===== config.mk =====
export PLATFORM = sky130hd
export DESIGN_NAME = control_unit
export DESIGN_NICKNAME = d
export VERILOG_FILES = /design/src/rtl/cu_pkg.sv /design/src/rtl/cu_branch_cond.sv /design/src/rtl/control_unit.sv
export SDC_FILE = /design/constraint.sdc
export NUM_CORES = 1
export LEC_CHECK = 0
export BUFFER_PORTS_ARGS = -buffer_cell sky130_fd_sc_hd__buf_2
export CORE_ASPECT_RATIO = 1.1
export CORE_MARGIN = 4
export CORE_UTILIZATION = 59
export DETAILED_ROUTE_END_ITERATION = 8
export PLACE_DENSITY = 0.94
export SLEW_MARGIN = 10
export SYNTH_ARGS = -nofsm -noshare
export SYNTH_HDL_FRONTEND = slang
export SYNTH_SLANG_ARGS = --single-unit

===== constraint.sdc =====
create_clock -name clk -period 4.7 [get_ports clk]
set_input_delay 0.235 -clock clk [delete_from_list [all_inputs] [get_ports clk]]
set_output_delay 0.235 -clock clk [all_outputs]
set_load 0.05 [all_outputs]

===== src/rtl/cu_pkg.sv =====
// Opcodes, datapath select encodings and FSM state encoding for control_unit.
package cu_pkg;

  // Opcodes
  localparam logic [7:0] LDA_IMM = 8'h86;
  localparam logic [7:0] LDA_DIR = 8'h87;
  localparam logic [7:0] LDB_IMM = 8'h88;
  localparam logic [7:0] LDB_DIR = 8'h89;
  localparam logic [7:0] STA_DIR = 8'h96;
  localparam logic [7:0] STB_DIR = 8'h97;
  localparam logic [7:0] ADD_AB  = 8'h42;
  localparam logic [7:0] SUB_AB  = 8'h43;
  localparam logic [7:0] AND_AB  = 8'h44;
  localparam logic [7:0] OR_AB   = 8'h45;
  localparam logic [7:0] INCA    = 8'h46;
  localparam logic [7:0] INCB    = 8'h47;
  localparam logic [7:0] DECA    = 8'h48;
  localparam logic [7:0] DECB    = 8'h49;
  localparam logic [7:0] BRA     = 8'h20;
  localparam logic [7:0] BMI     = 8'h21;
  localparam logic [7:0] BPL     = 8'h22;
  localparam logic [7:0] BEQ     = 8'h23;
  localparam logic [7:0] BNE     = 8'h24;
  localparam logic [7:0] BVS     = 8'h25;
  localparam logic [7:0] BVC     = 8'h26;
  localparam logic [7:0] BCS     = 8'h27;
  localparam logic [7:0] BCC     = 8'h28;

  // ALU operation select
  localparam logic [2:0] ALU_ADD = 3'b000;
  localparam logic [2:0] ALU_SUB = 3'b001;
  localparam logic [2:0] ALU_AND = 3'b010;
  localparam logic [2:0] ALU_OR  = 3'b011;
  localparam logic [2:0] ALU_INC = 3'b100;
  localparam logic [2:0] ALU_DEC = 3'b101;

  // Bus1 source select
  localparam logic [1:0] BUS1_PC = 2'b00;
  localparam logic [1:0] BUS1_A  = 2'b01;
  localparam logic [1:0] BUS1_B  = 2'b10;

  // Bus2 source select
  localparam logic [1:0] BUS2_ALU  = 2'b00;
  localparam logic [1:0] BUS2_BUS1 = 2'b01;
  localparam logic [1:0] BUS2_MEM  = 2'b10;

  // Bit positions within CCR_Result = {N,Z,V,C}
  localparam int unsigned FLAG_N = 3;
  localparam int unsigned FLAG_Z = 2;
  localparam int unsigned FLAG_V = 1;
  localparam int unsigned FLAG_C = 0;

  typedef enum logic [5:0] {
    FETCH_0, FETCH_1, FETCH_2, DECODE_3,
    LDA_IMM_4, LDA_IMM_5, LDA_IMM_6,
    LDA_DIR_4, LDA_DIR_5, LDA_DIR_6, LDA_DIR_7, LDA_DIR_8,
    LDB_IMM_4, LDB_IMM_5, LDB_IMM_6,
    LDB_DIR_4, LDB_DIR_5, LDB_DIR_6, LDB_DIR_7, LDB_DIR_8,
    STA_DIR_4, STA_DIR_5, STA_DIR_6, STA_DIR_7,
    STB_DIR_4, STB_DIR_5, STB_DIR_6, STB_DIR_7,
    ADD_AB_4, SUB_AB_4, AND_AB_4, OR_AB_4,
    INCA_4, INCB_4, DECA_4, DECB_4,
    BR_4, BR_5, BR_6, BR_SKIP
  } state_t;

  // Conditional/unconditional branch opcodes occupy one contiguous range.
  function automatic logic is_branch(input logic [7:0] op);
    return (op >= BRA) && (op <= BCC);
  endfunction

endpackage


===== src/rtl/cu_branch_cond.sv =====
// Branch condition evaluation: low opcode nibble selects a test on {N,Z,V,C}.
module cu_branch_cond
  import cu_pkg::*;
(
  input  logic [3:0] cond_i,
  input  logic [3:0] ccr_i,
  output logic       taken_o
);

  // Select the flag test for the branch encoded in cond_i.
  always_comb begin
    taken_o = 1'b0;
    case (cond_i)
      4'h0:    taken_o = 1'b1;
      4'h1:    taken_o =  ccr_i[FLAG_N];
      4'h2:    taken_o = ~ccr_i[FLAG_N];
      4'h3:    taken_o =  ccr_i[FLAG_Z];
      4'h4:    taken_o = ~ccr_i[FLAG_Z];
      4'h5:    taken_o =  ccr_i[FLAG_V];
      4'h6:    taken_o = ~ccr_i[FLAG_V];
      4'h7:    taken_o =  ccr_i[FLAG_C];
      4'h8:    taken_o = ~ccr_i[FLAG_C];
      default: taken_o = 1'b0;
    endcase
  end

endmodule


===== src/rtl/control_unit.sv =====
// Moore FSM sequencing fetch/decode/execute for the 8-bit accumulator CPU.
module control_unit
  import cu_pkg::*;
(
  input  logic       clk,
  input  logic       reset,
  input  logic [7:0] IR,
  input  logic [3:0] CCR_Result,
  output logic [2:0] ALU_Sel,
  output logic [1:0] Bus1_Sel,
  output logic [1:0] Bus2_Sel,
  output logic       IR_Load,
  output logic       MAR_Load,
  output logic       PC_Load,
  output logic       PC_Inc,
  output logic       A_Load,
  output logic       B_Load,
  output logic       CCR_Load,
  output logic       write
);

  state_t state_q, state_d;
  logic   br_taken;

  cu_branch_cond u_branch_cond (
    .cond_i  (IR[3:0]),
    .ccr_i   (CCR_Result),
    .taken_o (br_taken)
  );

  // State register, asynchronously forced to FETCH_0.
  always_ff @(posedge clk or posedge reset) begin
    if (reset) state_q <= FETCH_0;
    else       state_q <= state_d;
  end

  // Next-state sequencing; IR and CCR_Result only matter in DECODE_3.
  always_comb begin
    state_d = FETCH_0;
    case (state_q)
      FETCH_0:   state_d = FETCH_1;
      FETCH_1:   state_d = FETCH_2;
      FETCH_2:   state_d = DECODE_3;
      DECODE_3: begin
        case (IR)
          LDA_IMM: state_d = LDA_IMM_4;
          LDA_DIR: state_d = LDA_DIR_4;
          LDB_IMM: state_d = LDB_IMM_4;
          LDB_DIR: state_d = LDB_DIR_4;
          STA_DIR: state_d = STA_DIR_4;
          STB_DIR: state_d = STB_DIR_4;
          ADD_AB:  state_d = ADD_AB_4;
          SUB_AB:  state_d = SUB_AB_4;
          AND_AB:  state_d = AND_AB_4;
          OR_AB:   state_d = OR_AB_4;
          INCA:    state_d = INCA_4;
          INCB:    state_d = INCB_4;
          DECA:    state_d = DECA_4;
          DECB:    state_d = DECB_4;
          default: begin
            if (is_branch(IR)) state_d = br_taken ? BR_4 : BR_SKIP;
            else               state_d = FETCH_0;
          end
        endcase
      end
      LDA_IMM_4: state_d = LDA_IMM_5;
      LDA_IMM_5: state_d = LDA_IMM_6;
      LDA_DIR_4: state_d = LDA_DIR_5;
      LDA_DIR_5: state_d = LDA_DIR_6;
      LDA_DIR_6: state_d = LDA_DIR_7;
      LDA_DIR_7: state_d = LDA_DIR_8;
      LDB_IMM_4: state_d = LDB_IMM_5;
      LDB_IMM_5: state_d = LDB_IMM_6;
      LDB_DIR_4: state_d = LDB_DIR_5;
      LDB_DIR_5: state_d = LDB_DIR_6;
      LDB_DIR_6: state_d = LDB_DIR_7;
      LDB_DIR_7: state_d = LDB_DIR_8;
      STA_DIR_4: state_d = STA_DIR_5;
      STA_DIR_5: state_d = STA_DIR_6;
      STA_DIR_6: state_d = STA_DIR_7;
      STB_DIR_4: state_d = STB_DIR_5;
      STB_DIR_5: state_d = STB_DIR_6;
      STB_DIR_6: state_d = STB_DIR_7;
      BR_4:      state_d = BR_5;
      BR_5:      state_d = BR_6;
      default:   state_d = FETCH_0;
    endcase
  end

  // Control outputs decoded from state; reset overrides everything so the
  // strobes drop asynchronously even though state is already FETCH_0.
  always_comb begin
    ALU_Sel  = ALU_ADD;
    Bus1_Sel = BUS1_PC;
    Bus2_Sel = BUS2_ALU;
    IR_Load  = 1'b0;
    MAR_Load = 1'b0;
    PC_Load  = 1'b0;
    PC_Inc   = 1'b0;
    A_Load   = 1'b0;
    B_Load   = 1'b0;
    CCR_Load = 1'b0;
    write    = 1'b0;
    if (!reset) begin
      case (state_q)
        FETCH_0, LDA_IMM_4, LDA_DIR_4, LDB_IMM_4, LDB_DIR_4,
        STA_DIR_4, STB_DIR_4, BR_4: begin
          Bus1_Sel = BUS1_PC;
          Bus2_Sel = BUS2_BUS1;
          MAR_Load = 1'b1;
        end
        FETCH_1, LDA_IMM_5, LDA_DIR_5, LDB_IMM_5, LDB_DIR_5,
        STA_DIR_5, STB_DIR_5, BR_SKIP: begin
          PC_Inc = 1'b1;
        end
        FETCH_2: begin
          Bus2_Sel = BUS2_MEM;
          IR_Load  = 1'b1;
        end
        LDA_IMM_6, LDA_DIR_8: begin
          Bus2_Sel = BUS2_MEM;
          A_Load   = 1'b1;
        end
        LDB_IMM_6, LDB_DIR_8: begin
          Bus2_Sel = BUS2_MEM;
          B_Load   = 1'b1;
        end
        LDA_DIR_6, LDB_DIR_6, STA_DIR_6, STB_DIR_6: begin
          Bus2_Sel = BUS2_MEM;
          MAR_Load = 1'b1;
        end
        STA_DIR_7: begin
          Bus1_Sel = BUS1_A;
          write    = 1'b1;
        end
        STB_DIR_7: begin
          Bus1_Sel = BUS1_B;
          write    = 1'b1;
        end
        ADD_AB_4, SUB_AB_4, AND_AB_4, OR_AB_4: begin
          Bus1_Sel = BUS1_B;
          Bus2_Sel = BUS2_ALU;
          A_Load   = 1'b1;
          CCR_Load = 1'b1;
          case (state_q)
            SUB_AB_4: ALU_Sel = ALU_SUB;
            AND_AB_4: ALU_Sel = ALU_AND;
            OR_AB_4:  ALU_Sel = ALU_OR;
            default:  ALU_Sel = ALU_ADD;
          endcase
        end
        INCA_4, DECA_4: begin
          Bus1_Sel = BUS1_A;
          Bus2_Sel = BUS2_ALU;
          ALU_Sel  = (state_q == INCA_4) ? ALU_INC : ALU_DEC;
          A_Load   = 1'b1;
          CCR_Load = 1'b1;
        end
        INCB_4, DECB_4: begin
          Bus1_Sel = BUS1_B;
          Bus2_Sel = BUS2_ALU;
          ALU_Sel  = (state_q == INCB_4) ? ALU_INC : ALU_DEC;
          B_Load   = 1'b1;
          CCR_Load = 1'b1;
        end
        BR_6: begin
          Bus2_Sel = BUS2_MEM;
          PC_Load  = 1'b1;
        end
        default: ;
      endcase
    end
  end

endmodule


==> results of run 1 <==
[metrics by stage]
stage / worst slack [ns] / area, µm² / hold WS (ns) / power [mW]
detailed placement: 2.48 / 1370 / 0.295 / 0.408
CTS: 2.21 / 1390 / 0.0395 / 0.456
floorplan: 1.89 / 1300 / 0.0343 / 0.354
global route: 2.00 / 1390 / 0.0706 / 0.495
global placement: 2.55 / 1370 / 0.278 / 0.398
finish: 2.18 / 1390 / 0.0360 / 0.459
[power groups by stage]
stage / Combinational, mW / Clock [mW] / Sequential (mW)
2_1_floorplan: 0.283 / 0 / 0.0715
3_3_place_gp: 0.280 / 0 / 0.118
3_5_place_dp: 0.287 / 0 / 0.121
4_1_cts: 0.288 / 0.0478 / 0.120
5_1_grt: 0.316 / 0.0510 / 0.128
6_report: 0.290 / 0.0458 / 0.123
[routing by layer]
layer / GRT usage, % / up-vias / share of wire, %
met5: 0 / - / 0
met4: 6.93 / 0 / 0.73
met3: 2.61 / 4 / 9.8
met2: 41.0 / 91 / 51
met1: 30.8 / 676 / 39
li1: - / 728 / -
[Yosys cell counts, types with 4 or more instances]
| cell type | count | share of area [%] |
|---|---|---|
| nand2b_1 | 8 | 3.9 |
| nor2_1 | 20 | 5.8 |
| a32o_1 | 4 | 3.1 |
| a2bb2oi_1 | 5 | 3.4 |
| nand2_1 | 19 | 5.5 |
| clkbuf_1 | 6 | 1.7 |
| nor2b_1 | 10 | 4.8 |
| buf_2 | 6 | 2.3 |
| dfrtp_1 | 6 | 12 |
| a21oi_1 | 18 | 6.9 |
| buf_1 | 4 | 1.2 |
| nor3_1 | 8 | 3.1 |
| nand3_1 | 5 | 1.9 |
| nor4b_1 | 4 | 2.7 |
[layout make-up]
type / count / area (µm²) / area share [%]
inverters: 4 / 15.0 / 1.08
multi-input cells: 158 / 1030 / 73.9
clock buffers: 3 / 22.5 / 1.62
well taps: 28 / 35.0 / 2.52
flip-flops and latches: 6 / 150 / 10.8
repair buffers: 28 / 140 / 10.1
[path summary, 6_finish.rpt]
check	to	startpoint
max in group asynchronous	state_q[0]	reset
setup reg to reg	state_q[4]	state_q[2]
min in group clk	state_q[4]	IR[5]
hold reg to reg	state_q[3]	state_q[5]
hold / removal	state_q[5]	reset
setup / recovery	MAR_Load	state_q[2]
[kinds of logic after synthesis]
family                 share of synthesized area, %
multiplexers                                   4.15
AO/OA/AOI/OAI                                  34.7
XOR/XNOR                                      0.675
flip-flops                                     11.6
AND/OR/NAND/NOR                                39.5
buffers and inverters                          9.35
==> impl_metrics.env, run 1 <==
export IMPL_status="finished clean"
export IMPL_grt_pass1_vias=1328
export IMPL_avgSynthCellArea_um2=6.90
export IMPL_nFillCells=192
export IMPL_largest_reg_flops=6
export IMPL_internal_power_uw=203
export IMPL_yosysSeqAreaShare_pct=11.6
export IMPL_portBuffers=28
export IMPL_largestRegisters="state_q x6"
export IMPL_grt_overflow_total=0
export IMPL_postRouteAntennaNets=0
export IMPL_final_net_count=215
export IMPL_r2r_setup_slack_ns=2.78
export IMPL_vdd_drop_max_v=0.000168
export IMPL_tns_ns=0
export IMPL_fin_crit_sh_pct=53.6
export IMPL_worst_path_max_delay_cell="dfrtp_1"
export IMPL_hpwl_um=2540
export IMPL_cts_resized=0
export IMPL_stdcell_count=227
export IMPL_pwr_share_seq_pct=26.8
export IMPL_globalRouteTotalUtil_pct=23.8
export IMPL_path_class="reg -> out"
export IMPL_r2r_cells=4
export IMPL_synth_distinct_cells=56
export IMPL_hold_class="in -> async"
export IMPL_numClockSinks=6
export IMPL_cap_violations=0
export IMPL_wl_um=3450
export IMPL_drc=0
export IMPL_synth_async_reset_ratio_pct=100
export IMPL_ys_flop_type="dfrtp_1"
export IMPL_grt_pass1_wl_um=5710
export IMPL_syn_inst=188
export IMPL_clockPowerShare_pct=10.0
export IMPL_grt_max_degree=22
export IMPL_fmax_ghz=0.397
export IMPL_end_kind="primary output"
export IMPL_antennaDiodeCount=0
export IMPL_p_comb_share_pct=63.2
export IMPL_dr_first_iter_drc_count=90
export IMPL_fin_skew_ns=0.00477
export IMPL_p_sw_share_pct=55.8
export IMPL_cts_tree="done"
export IMPL_hold_buffers=0
export IMPL_syn_area_um2=1300
export IMPL_die_w_um=52.7
export IMPL_cts_path_max_buffers=2
export IMPL_setup_violations_final=0
export IMPL_worst_slew_pin_slew_ns=0.626
export IMPL_min_period_ns=2.52
export IMPL_dp_cells=224
export IMPL_cp_cell_sequence="clkinv_1 -> nor3_1 -> nand2_1 -> a21oi_1 -> buf_2"
export IMPL_ys_warn_count=0
export IMPL_drt_pre_antenna_iters=5
export IMPL_synth_edf_count=0
export IMPL_gp_congestion=0.878
export IMPL_grt_setup_unrepaired="false"
export IMPL_max_stage_delay_ns=0.73
export IMPL_maxSlewViolCount=0
export IMPL_rows=17
export IMPL_cts_root_buf="clkbuf_4"
export IMPL_layout_common_cells="buf_2 (28), nor2_1 (20), nand2_1 (19)"
export IMPL_final_common_cell="buf_2"
export IMPL_fp_dieH_um=57.2
export IMPL_clkSlewWorstSetupHoldPaths_ns=0.04
export IMPL_hold_violations=0
export IMPL_synthToLayoutAreaGrowth_pct=7.04
export IMPL_cts_buffers_inserted=3
export IMPL_crit_family="flip-flops"
export IMPL_h_tree_depth=1
export IMPL_worst_path_max_fanout=21
export IMPL_cts_setup_buffers=0
export IMPL_powerDensity_nw_per_um2=330
export IMPL_start_util_pct=63.5
export IMPL_slew_headroom_pct=58.3
export IMPL_cp_num_buf_inv=2
export IMPL_boundaryPins=29
export IMPL_startpoint_type="flop"
export IMPL_route_vias_total=1499
export IMPL_dieArea_um2=3010
export IMPL_top_register="state_q"
export IMPL_leakage_nw=0.561
export IMPL_cp_required_ns=4.47
export IMPL_clk_latency_ns=0.24
export IMPL_wl_per_cell_um=15.2
export IMPL_post_route_util_pct=68.0
export IMPL_coreArea_um2=2040
export IMPL_cp_depth=5
export IMPL_drive_gt1_share_pct=22.1
export IMPL_synth_seq_cells=6
export IMPL_syn_nets=202
export IMPL_vias_per_cell=6.60
export IMPL_antenna_found_initial=0
export IMPL_power_switching_uw=256
export IMPL_cp_arrival_ns=2.28
(Power assumes the default switching activity.)
==> run 2, diff against run 1 <==
--- a/config.mk
+++ b/config.mk
@@ -8,9 +8,9 @@
 export BUFFER_PORTS_ARGS = -buffer_cell sky130_fd_sc_hd__buf_2
 export CORE_ASPECT_RATIO = 1.1
 export CORE_MARGIN = 4
-export CORE_UTILIZATION = 59
+export CORE_UTILIZATION = 55
 export DETAILED_ROUTE_END_ITERATION = 8
-export PLACE_DENSITY = 0.94
+export PLACE_DENSITY = 0.89
 export SLEW_MARGIN = 10
 export SYNTH_ARGS = -nofsm -noshare
 export SYNTH_HDL_FRONTEND = slang
==> constraint.sdc (replaced) <==
create_clock -name clk -period 2.5 [get_ports clk]
set_input_delay 0.125 -clock clk [delete_from_list [all_inputs] [get_ports clk]]
set_output_delay 0.125 -clock clk [all_outputs]
set_load 0.05 [all_outputs]
==> run 2 against run 1 <==
Flip-flop and latch count did not move. Combinational power rose by 110%. Global-route usage fell by 1.2 points. Clock skew fell by 0.0040 ns. Non-clock buffer count rose by 4. Clock power rose by 94%. Power rose by 95%. Via count fell by 0.60%. Routed wire length fell by 2.7%. Hold slack improved by 0.17 ns. Largest cell class unchanged. Highest routed layer unchanged.
==> impl_metrics.env, run 2 (synthesis gave the netlist of run 1 again) <==
export IMPL_slew_headroom_pct=59.2
export IMPL_r2r_end="state_q[1]"
export IMPL_grt_setup_unrepaired="false"
export IMPL_hold_violations=0
export IMPL_grt_pass1_wl_um=5530
export IMPL_holdCritStartpoint="IR[5]"
export IMPL_cts_root_buf="clkbuf_4"
export IMPL_drive_gt1_share_pct=23.6
export IMPL_fin_crit_sh_pct=91.7
export IMPL_cap_violations=0
export IMPL_powerDensity_nw_per_um2=625
export IMPL_globalRouteTotalUtil_pct=22.6
export IMPL_fmax_ghz=0.436
export IMPL_coreArea_um2=2250
export IMPL_final_net_count=219
export IMPL_dieArea_um2=3200
export IMPL_hold_class="in -> reg"
export IMPL_r2r_cells=5
export IMPL_drt_pre_antenna_iters=4
export IMPL_grt_max_degree=21
export IMPL_layout_common_cells="buf_2 (28), nor2_1 (20), nand2_1 (19)"
export IMPL_boundaryPins=29
export IMPL_cts_resized=0
export IMPL_antenna_found_initial=0
export IMPL_cts_buffers_inserted=3
export IMPL_crit_top_cell="nor2b_1"
export IMPL_fp_dieH_um=58.9
export IMPL_vias_per_cell=6.39
export IMPL_final_common_cell="buf_2"
export IMPL_crit_family="simple AND/OR/NAND/NOR gates"
export IMPL_cp_arrival_ns=2.17
export IMPL_worst_slew_pin_slew_ns=0.612
export IMPL_hold_path_end="state_q[4]"
export IMPL_status="finished clean"
export IMPL_postRouteAntennaNets=0
export IMPL_holdPathStages=2
export IMPL_largestRegisters="state_q x6"
export IMPL_largest_reg_flops=6
export IMPL_numClockSinks=6
export IMPL_cts_tree="done"
export IMPL_startpoint="state_q[5]"
export IMPL_worst_path_max_fanout=19
export IMPL_route_vias_total=1490
export IMPL_leakage_nw=0.581
export IMPL_cp_required_ns=2.38
export IMPL_end_kind="primary output"
export IMPL_cp_cell_sequence="nor2b_1 -> nor2b_1 -> nor4b_2 -> buf_2"
export IMPL_clk_latency_ns=0.25
export IMPL_met2WireLength_um=1660
export IMPL_drc=0
export IMPL_gp_congestion=0.924
export IMPL_synthToLayoutAreaGrowth_pct=10.2
export IMPL_vdd_drop_max_v=0.000388
export IMPL_grt_overflow_total=0
export IMPL_die_w_um=54.3
export IMPL_wl_per_cell_um=14.4
export IMPL_hpwl_um=2500
export IMPL_startpoint_type="flop"
export IMPL_cts_setup_buffers=0
export IMPL_highest_layer="met4"
export IMPL_maxSlewViolCount=0
export IMPL_path_class="reg -> out"
export IMPL_r2r_setup_slack_ns=0.61
export IMPL_wl_um=3350
export IMPL_setup_violations_final=0
export IMPL_min_period_ns=2.29
export IMPL_clkSlewWorstSetupHoldPaths_ns=0.04
export IMPL_dr_first_iter_drc_count=55
export IMPL_fin_skew_ns=0.000809
export IMPL_top_register="state_q"
export IMPL_max_stage_delay_ns=0.71
export IMPL_wl_met1_um=1400
export IMPL_hold_buffers=1
export IMPL_worst_path_max_delay_cell="dfrtp_1"
export IMPL_grt_pass1_vias=1300
export IMPL_r2r_start="state_q[3]"
export IMPL_fin_total_pwr_uw=893
export IMPL_antennaDiodeCount=0
export IMPL_rows=18
export IMPL_cp_num_buf_inv=1
export IMPL_h_tree_depth=1
export IMPL_cts_path_max_buffers=2
export IMPL_start_util_pct=57.6
export IMPL_tns_ns=0
export IMPL_portBuffers=28
export IMPL_wl_met3_um=210
-- run 2: cell types whose count changed in the layout (fill, tap and decap cells not counted) --
cell,before,now
buf_4,0,3
nor4b_2,2,3
nor4b_1,4,3
dlygate4sd3_1,0,1
-- run 2: routing by layer --
metal	global-route usage, %	up-vias
met5	0	-
met4	13.9	0
met3	1.77	9
met2	38.3	64
met1	26.9	681
li1	-	736
-- run 2: worst max-delay path by stage --
stage,endpoint,slack [ns],cells after the start
global route,PC_Load,0.05,4
detailed placement,PC_Load,0.53,4
floorplan,ALU_Sel[1],0.13,3
global placement,ALU_Sel[0],0.58,5
finish,PC_Load,0.21,4
CTS,PC_Load,0.26,4
-- run 2: report_power, final --
group          switching [mW]  internal [mW]
clock network          0.0344         0.0542
logic                   0.382          0.231
registers              0.0715          0.120
total                   0.488          0.405
-- run 2: cell type report --
| cell class | count | area (µm²) |
|---|---|---|
| repair buffers | 32 | 173 |
| inverters | 4 | 15.0 |
| multi-input cells | 158 | 1030 |
| clock buffers | 3 | 22.5 |
| fillers | 231 | 822 |
| flip-flops and latches | 6 | 150 |
| well taps | 30 | 37.5 |
-- run 2: stage by stage --
stage                     util (%)  instances  hold slack [ns]  area, µm²  worst slack (ns)
final                         63.5        233            0.202       1430             0.207
after global routing          63.5        233            0.215       1430            0.0493
after CTS                     63.5        233            0.186       1430             0.259
after detailed placement      62.1        229            0.194       1400             0.531
after global placement        62.1        229            0.191       1400             0.581
after floorplan                  -        188          -0.0757       1300             0.132
==> run 3, diff against run 2 <==
--- a/config.mk
+++ b/config.mk
@@ -8,9 +8,10 @@
 export BUFFER_PORTS_ARGS = -buffer_cell sky130_fd_sc_hd__buf_2
 export CORE_ASPECT_RATIO = 1.1
 export CORE_MARGIN = 4
-export CORE_UTILIZATION = 55
+export CORE_UTILIZATION = 40
 export DETAILED_ROUTE_END_ITERATION = 8
-export PLACE_DENSITY = 0.89
+export GPL_ROUTABILITY_DRIVEN = 0
+export PLACE_DENSITY = 0.7
 export SLEW_MARGIN = 10
 export SYNTH_ARGS = -nofsm -noshare
 export SYNTH_HDL_FRONTEND = slang
==> run 3 against run 2 <==
Cell count is 1.7% higher. Critical path depth is 2 higher. Maximum frequency is 2.7% higher. Critical path type unchanged. Largest power group unchanged. Design area is 0.35% higher. Hold slack better by 0.0019 ns.
==> impl_metrics.env, run 3 (synthesis gave the netlist of run 1 again) <==
export IMPL_cp_num_buf_inv=1
export IMPL_h_tree_depth=1
export IMPL_cts_root_buf="clkbuf_4"
export IMPL_vias_per_cell=6.06
export IMPL_place_ws_ns=0.580
export IMPL_coreArea_um2=3070
export IMPL_hpwl_um=2420
export IMPL_powerDensity_nw_per_um2=620
export IMPL_crit_top_cell="nand2_1"
export IMPL_slew_headroom_pct=59.9
export IMPL_leakage_nw=0.581
export IMPL_max_stage_delay_ns=0.72
export IMPL_min_period_ns=2.23
export IMPL_final_net_count=219
export IMPL_nFillCells=310
export IMPL_fin_skew_ns=0.00261
export IMPL_worst_slew_pin_slew_ns=0.601
export IMPL_postRouteAntennaNets=0
export IMPL_fmax_ghz=0.448
export IMPL_place_area_um2=1400
export IMPL_rows=21
export IMPL_crit_family="flip-flops"
export IMPL_clkSlewWorstSetupHoldPaths_ns=0.05
export IMPL_grt_setup_unrepaired="false"
export IMPL_start_util_pct=42.2
export IMPL_portBuffers=28
export IMPL_cts_setup_buffers=0
export IMPL_cap_violations=0
export IMPL_route_vias_total=1437
export IMPL_cp_required_ns=2.38
export IMPL_grt_overflow_total=0
export IMPL_drt_pre_antenna_iters=5
export IMPL_end_kind="primary output"
export IMPL_startpoint_type="flop"
export IMPL_cts_path_max_buffers=2
export IMPL_globalRouteTotalUtil_pct=15.7
export IMPL_hold_class="in -> reg"
export IMPL_worst_path_max_fanout=20
export IMPL_post_route_util_pct=46.7
export IMPL_worst_path_max_delay_cell="dfrtp_1"
export IMPL_layout_common_cells="buf_2 (28), nor2_1 (20), nand2_1 (19)"
export IMPL_grt_max_degree=21
export IMPL_grt_pass1_wl_um=5630
export IMPL_design_area_um2=1440
export IMPL_cts_tree="done"
export IMPL_final_common_cell="buf_2"
export IMPL_path_class="reg -> out"
export IMPL_cts_buffers_inserted=3
export IMPL_top_register="state_q"
export IMPL_hold_violations=0
export IMPL_hold_buffers=1
export IMPL_drive_gt1_share_pct=23.6
export IMPL_antenna_found_initial=0
export IMPL_setup_violations_final=0
export IMPL_numClockSinks=6
export IMPL_synthToLayoutAreaGrowth_pct=10.6
export IMPL_drc=0
export IMPL_cts_resized=0
export IMPL_fin_crit_sh_pct=89.3
export IMPL_largestRegisters="state_q x6"
export IMPL_grt_pass1_vias=1283
export IMPL_vdd_drop_max_v=0.000425
export IMPL_dr_first_iter_drc_count=101
export IMPL_antennaDiodeCount=0
export IMPL_boundaryPins=29
export IMPL_fp_dieH_um=67.7
export IMPL_maxSlewViolCount=0
export IMPL_largest_reg_flops=6
export IMPL_cp_cell_sequence="nand2_1 -> nand2_1 -> o211ai_1 -> a211o_1 -> a21oi_1 -> buf_2"
export IMPL_wl_per_cell_um=13.5
export IMPL_die_w_um=62.3
export IMPL_clk_latency_ns=0.24
export IMPL_tns_ns=0
export IMPL_dieArea_um2=4220
export IMPL_wl_um=3210
export IMPL_cp_arrival_ns=2.11
export IMPL_setup_slack_ns=0.266
export IMPL_status="finished clean"
## run 3: cell counts in the layout (fill, tap and decap cells not counted)
Identical to the previous run, type by type.
## run 3: path summary, 6_finish.rpt
path | startpoint | to | slack (ns) | cells past startpoint
worst max-delay path | state_q[3] | PC_Inc | 0.27 | 6
worst min-delay path | IR[5] | state_q[4] | 0.20 | 2
worst max register to register | state_q[3] | state_q[1] | 0.61 | 5
worst min register to register | state_q[2] | state_q[2] | 0.76 | 1
max in group asynchronous | reset | state_q[2] | 1.81 | 3
min in group asynchronous | reset | state_q[5] | 0.49 | 3
## run 3: layout make-up
type	instances	area [µm²]	area share (%)
Clock buffer	3	22.5	1.57
Inverter	4	15.0	1.05
Multi-Input combinational cell	158	1030	71.9
Sequential cell	6	150	10.5
Tap cell	34	42.5	2.96
Timing Repair Buffer	32	173	12.0
## run 3: routing by layer
| layer | vias to the layer above | share of wire [%] | global-route usage (%) |
|---|---|---|---|
| met1 | 641 | 45 | 20.9 |
| met5 | - | 0 | 0 |
| met3 | 2 | 6.4 | 0.998 |
| met2 | 53 | 48 | 27.2 |
| li1 | 741 | - | - |
| met4 | 0 | 1.1 | 5.31 |
## run 3: power by group
| part | total, mW | switching (mW) | internal [mW] |
|---|---|---|---|
| clock network | 0.0870 | 0.0328 | 0.0542 |
| logic | 0.621 | 0.389 | 0.232 |
| registers | 0.182 | 0.0619 | 0.120 |
## run 3: per-stage QoR
step	std cells	hold slack, ns	total power, mW
2_1_floorplan	188	-0.0757	0.668
3_3_place_gp	233	0.201	0.801
6_report	237	0.204	0.889
4_1_cts	237	0.198	0.887
3_5_place_dp	233	0.202	0.795
5_1_grt	237	0.217	0.967
